--- config.mk ---
export PLATFORM = sky130hd
export DESIGN_NAME = pipe_ctrl
export DESIGN_NICKNAME = d
export VERILOG_FILES = /design/src/rtl/pipe_ctrl_pkg.sv /design/src/rtl/pipe_ctrl_stall_watchdog.sv /design/src/rtl/pipe_ctrl.sv
export SDC_FILE = /design/constraint.sdc
export NUM_CORES = 1
export LEC_CHECK = 0
export ABC_AREA = 1
export BUFFER_PORTS_ARGS = -buffer_cell sky130_fd_sc_hd__buf_2
export CAP_MARGIN = 20
export CORE_AREA = 2 2 111 86
export CTS_BUF_LIST = sky130_fd_sc_hd__clkbuf_8
export CTS_CLUSTER_SIZE = 12
export DETAILED_ROUTE_END_ITERATION = 10
export DIE_AREA = 0 0 113 88
export PLACE_DENSITY = 0.83
export SYNTH_ARGS = -nofsm -noshare
export SYNTH_HDL_FRONTEND = slang
export SYNTH_HIERARCHICAL = 1
export SYNTH_SLANG_ARGS = --single-unit
--- constraint.sdc ---
create_clock -name clk -period 3.38 [get_ports clk]
set_clock_uncertainty 0.05 [all_clocks]
set_input_delay 0.169 -clock clk [delete_from_list [all_inputs] [get_ports clk]]
set_output_delay 0.169 -clock clk [all_outputs]
set_load 0.01 [all_outputs]
--- src/rtl/pipe_ctrl_pkg.sv ---
// Shared types and constants for the pipeline sequencer: stall vectors, exception codes, FSM states.
package pipe_ctrl_pkg;

  localparam int CTRL_WIDTH = 6;
  localparam int EXC_TYPE_W = 5;

  localparam logic [EXC_TYPE_W-1:0] EXC_SYSCALL = 5'h08;
  localparam logic [EXC_TYPE_W-1:0] EXC_ERET    = 5'h0e;

  // Bit k set means stage k holds; the lowest clear bit above a set bit gets a bubble.
  localparam logic [CTRL_WIDTH-1:0] STALL_NONE = 6'b000000;
  localparam logic [CTRL_WIDTH-1:0] STALL_IF   = 6'b000011;
  localparam logic [CTRL_WIDTH-1:0] STALL_ID   = 6'b000111;
  localparam logic [CTRL_WIDTH-1:0] STALL_EX   = 6'b001111;
  localparam logic [CTRL_WIDTH-1:0] STALL_MEM  = 6'b011111;

  typedef enum logic [1:0] {
    ST_RUN      = 2'd0,
    ST_WAIT_MEM = 2'd1,
    ST_FLUSH    = 2'd2
  } state_t;

  function automatic logic [CTRL_WIDTH-1:0] stall_encode(
    input logic req_if,
    input logic req_id,
    input logic req_ex,
    input logic req_mem
  );
    if (req_mem)     return STALL_MEM;
    else if (req_ex) return STALL_EX;
    else if (req_id) return STALL_ID;
    else if (req_if) return STALL_IF;
    else             return STALL_NONE;
  endfunction

endpackage

--- src/rtl/pipe_ctrl_stall_watchdog.sv ---
// Bus-wait watchdog: counts consecutive busy cycles and pulses timeout once per TIMEOUT_CYCLES.
module stall_watchdog #(
  parameter int TIMEOUT_CYCLES = 1024
) (
  input  logic clk,
  input  logic rst_n,
  input  logic busy,
  input  logic clr,
  output logic timeout
);

  localparam int CW = $clog2(TIMEOUT_CYCLES + 1);

  logic [CW-1:0] run_cnt;

  always_ff @(posedge clk) begin
    if (!rst_n) begin
      run_cnt <= '0;
      timeout <= 1'b0;
    end else if (clr || !busy) begin
      run_cnt <= '0;
      timeout <= 1'b0;
    end else if (run_cnt == CW'(TIMEOUT_CYCLES - 1)) begin
      // This cycle is the Nth consecutive busy one: pulse and start a fresh window.
      run_cnt <= '0;
      timeout <= 1'b1;
    end else begin
      run_cnt <= run_cnt + 1'b1;
      timeout <= 1'b0;
    end
  end

endmodule

--- src/rtl/pipe_ctrl.sv ---
// Pipeline sequencer: stall merge, exception/ERET flush with PC redirect, bus watchdog, stall counter.
module pipe_ctrl
  import pipe_ctrl_pkg::*;
#(
  parameter logic [31:0] EXC_VECTOR     = 32'h0000_0020,
  parameter int          TIMEOUT_CYCLES = 1024,
  parameter int          CNT_W          = 32
) (
  input  logic                  clk,
  input  logic                  rst_n,
  input  logic                  stallreq_if,
  input  logic                  stallreq_id,
  input  logic                  stallreq_ex,
  input  logic                  stallreq_mem,
  input  logic                  excp_valid,
  input  logic [EXC_TYPE_W-1:0] excp_type,
  input  logic [31:0]           epc_in,
  input  logic                  perf_clr,
  output logic [CTRL_WIDTH-1:0] stall,
  output logic                  flush,
  output logic [31:0]           new_pc,
  output logic                  timeout,
  output logic [CNT_W-1:0]      stall_cycles
);

  state_t                state;
  logic [EXC_TYPE_W-1:0] exc_type_q;
  logic [31:0]           epc_q;

  function automatic logic [31:0] redirect(input logic [EXC_TYPE_W-1:0] t, input logic [31:0] epc);
    return (t == EXC_ERET) ? epc : EXC_VECTOR;
  endfunction

  // Acceptance cycles force MEM/WB into a bubble so the faulting instruction never commits.
  always_comb begin
    stall = stall_encode(stallreq_if, stallreq_id, stallreq_ex, stallreq_mem);
    case (state)
      ST_RUN:      if (excp_valid) stall = STALL_MEM;
      ST_WAIT_MEM: stall = STALL_MEM;
      ST_FLUSH:    stall = STALL_NONE;
      default:     stall = STALL_NONE;
    endcase
  end

  always_ff @(posedge clk) begin
    if (!rst_n) begin
      state      <= ST_RUN;
      flush      <= 1'b0;
      new_pc     <= '0;
      exc_type_q <= '0;
      epc_q      <= '0;
    end else begin
      flush  <= 1'b0;
      new_pc <= '0;
      case (state)
        ST_RUN: begin
          if (excp_valid) begin
            exc_type_q <= excp_type;
            epc_q      <= epc_in;
            if (!stallreq_mem) begin
              state  <= ST_FLUSH;
              flush  <= 1'b1;
              new_pc <= redirect(excp_type, epc_in);
            end else begin
              state <= ST_WAIT_MEM;
            end
          end
        end
        ST_WAIT_MEM: begin
          if (!stallreq_mem) begin
            state  <= ST_FLUSH;
            flush  <= 1'b1;
            new_pc <= redirect(exc_type_q, epc_q);
          end
        end
        ST_FLUSH: state <= ST_RUN;
        default:  state <= ST_RUN;
      endcase
    end
  end

  stall_watchdog #(
    .TIMEOUT_CYCLES(TIMEOUT_CYCLES)
  ) u_watchdog (
    .clk    (clk),
    .rst_n  (rst_n),
    .busy   (stallreq_if | stallreq_mem),
    .clr    (state == ST_FLUSH),
    .timeout(timeout)
  );

  always_ff @(posedge clk) begin
    if (!rst_n || perf_clr)
      stall_cycles <= '0;
    else if (stall[0] && !(&stall_cycles))
      stall_cycles <= stall_cycles + 1'b1;
  end

endmodule

==> flow_metrics.env <==
export IMPL_synth_cell_types=36
export IMPL_finalHoldViolations=0
export IMPL_ys_seq_area_frac=0.4463
export IMPL_syn_avg_cell_area_sq_um=7.042
export IMPL_dp_slack_ps=1341
export IMPL_cts_htree_levels=4
export IMPL_tightest_slew_ps=948.8
export IMPL_yosysWarnings=6
export IMPL_power_density_mw_per_mm2=427.0
export IMPL_ant_nets=0
export IMPL_ff2ff_path_depth=10
export IMPL_violations="DRC"
export IMPL_postPlaceCellArea_sq_mm=0.005809
export IMPL_coreArea_sq_mm=0.008859
export IMPL_ys_ff_latch=116
export IMPL_grt_max_degree=41
export IMPL_r2r_slack_ps=1300
export IMPL_fin_setup_tns_ps=0
export IMPL_firstDrtPassIters=8
export IMPL_drive_gt1_frac=0.2033
export IMPL_remaining_drc_errors=5
export IMPL_power_leakage_nw=2.741
export IMPL_min_from="excp_valid"
export IMPL_fmax_mhz=479.7
export IMPL_track_usage=0.2796
export IMPL_dieArea_sq_mm=0.009944
export IMPL_num_rows=30
export IMPL_nNetsFinal=936
export IMPL_final_util=0.7415
export IMPL_initial_utilization=0.5874
export IMPL_clkSinkCount=116
export IMPL_vias=5349
export IMPL_crit_required_ps=3590
export IMPL_reg2reg_to="stall_cycles[16]"
export IMPL_synthCells=739
export IMPL_antenna_found_initial=0
export IMPL_synth_top_area_cell="dfxtp_1"
export IMPL_drt_iter0_drc=446
export IMPL_hpwlAfterDp_mm=9.003
export IMPL_drv_cap=0
export IMPL_hold_depth=3
export IMPL_clock_path_buffers=2
export IMPL_mostFrequentLayoutCell="nand2_1"
export IMPL_synth_nets=786
export IMPL_cts_tree="yes"
export IMPL_hp_class="in -> reg"
export IMPL_fin_area_sq_mm=0.006569
export IMPL_io_buffers=115
export IMPL_syn2layout_area_growth_pct=26.23
export IMPL_cts_root_buf="clkbuf_8"
export IMPL_critPathLaunchType="flip-flop"
export IMPL_worstPathArrival_ps=2290
export IMPL_rsz0062_at_grt="no"
export IMPL_gp_congestion=0.9009
export IMPL_irDropWorstVdd_v=0.0003318
export IMPL_period_needed_ps=2085
export IMPL_routed_wl_mm=13.70
export IMPL_slew_headroom=0.3640
export IMPL_finalCritPeriodShare=0.6167
export IMPL_worstPathMaxFanout=28
export IMPL_cts_made_buffers=17
export IMPL_layout_common_cells="nand2_1, nor2_1, dfxtp_1"
export IMPL_overflow=0
export IMPL_die_y_um=88
export IMPL_avgViaCountPerCell=5.286
export IMPL_grt_pass1_vias=4934
export IMPL_finalSetupViolCount=0
export IMPL_dieWidth_um=113
export IMPL_setup_slack_ps=1295
export IMPL_synthTopCellsByArea="dfxtp_1, nand2_1, nor2_1"
export IMPL_critical_path_class="reg -> reg"
export IMPL_clk_latency_ps=430
export IMPL_syn_area_sq_mm=0.005204
export IMPL_status="finished with violations"
export IMPL_path_clk_slew_ps=70
export IMPL_reg2reg_from="stall_cycles[1]"
export IMPL_drv_slew=0
export IMPL_io_pins=117
export IMPL_wire_per_inst_um=13.54
export IMPL_grt_pass1_wl_mm=22.14
export IMPL_worst_setup_path_end_kind="flip-flop"
export IMPL_diodes=0
export IMPL_post_synth_top_area_fraction=0.4463
export IMPL_whs_endpoint="state[0]"
## worst max path at each step
stage	start	endpoint	slack (ps)	cells after the start
after detailed placement	state[1]	new_pc[23]	1340	6
after global routing	state[1]	new_pc[26]	1130	6
after global placement	rst_n	new_pc[2]	1380	3
final	stall_cycles[1]	stall_cycles[16]	1300	10
after floorplan	stall_cycles[1]	stall_cycles[19]	1600	11
after CTS	stall_cycles[0]	stall_cycles[16]	1330	10
## state kept, by name, summed over array words and instances (netlist names)
register and count:
state 2, stall_cycles 32, new_pc 32, exc_type_q 5
u_watchdog/run_cnt 11, flush 1, epc_q 32, u_watchdog/timeout 1
## worst max-delay path: stages (launching register included)
cell     delay, ps
dfxtp_1        390
ha_1           270
inv_1          110
nor2_4         190
nand2_4        100
nor2_8         170
nand2_4        110
nand2_8        190
inv_4          150
nand2_1        120
a21oi_1         70
## stage by stage
| step | power (mW) | std cells | hold slack [ps] |
|---|---|---|---|
| after global placement | 1.643 | 943 | 371.1 |
| after detailed placement | 1.654 | 943 | 382.6 |
| after CTS | 2.812 | 1011 | 57.21 |
| after floorplan | 1.588 | 739 | 198.3 |
| final | 2.805 | 1012 | 81.79 |
| after global routing | 2.913 | 1012 | 67.28 |
## cell usage after synthesis (all sizes together)
cell / number
clkbuf: 14
buf: 14
inv: 43
a31oi: 2
o21bai: 1
nand3: 21
a21o: 1
o21ai: 41
nor3: 8
nand2: 227
nand3b: 3
conb: 1
a21oi: 61
nand4: 5
nor2: 160
dfxtp: 116
xor2: 9
xnor2: 9
o211ai: 1
ha: 2
## routing by layer
layer	part of all wire	GRT usage	vias to the layer above
met3	0.086	0.07889	24
met4	0.015	0.1075	0
li1	-	-	2629
met1	0.42	0.3524	2455
met2	0.48	0.4616	241
met5	0	0	-
## power breakdown
part,total (mW),switching [mW],leakage (nW),internal [mW]
clock network,1.13,0.533,0.186,0.601
registers,1.44,0.0248,0.944,1.41
logic,0.234,0.138,1.61,0.0954
total,2.80,0.696,2.74,2.11
## repair_timing
| item | CTS | global route |
|---|---|---|
| setup buffers | 0 | 0 |
| gates resized for setup | 0 | 0 |
| hold endpoints to repair | 70 | 0 |
| hold buffers | 38 | 0 |
## cell type report
class	count	area (sq um)
inverters	43	163.9
multi-input cells	552	2570
clock inverters	11	90.09
well taps	112	140.1
repair buffers	159	1021
fillers	643	2290
flip-flops and latches	116	2322
clock buffers	19	261.5
## kinds of logic (layout without fill, tap and decap cells)
kind of cell,Yosys count,after routing,share of synthesized area
compound gates,107,107,0.1142
xor+xnor,18,18,0.03030
fa+ha+maj,2,2,0.004808
buf+inv,71,232,0.06179
flops,116,116,0.4463
other cells,1,1,0.0007206
simple gates,424,424,0.3419
No activity file was read; power rests on OpenSTA's default activity.
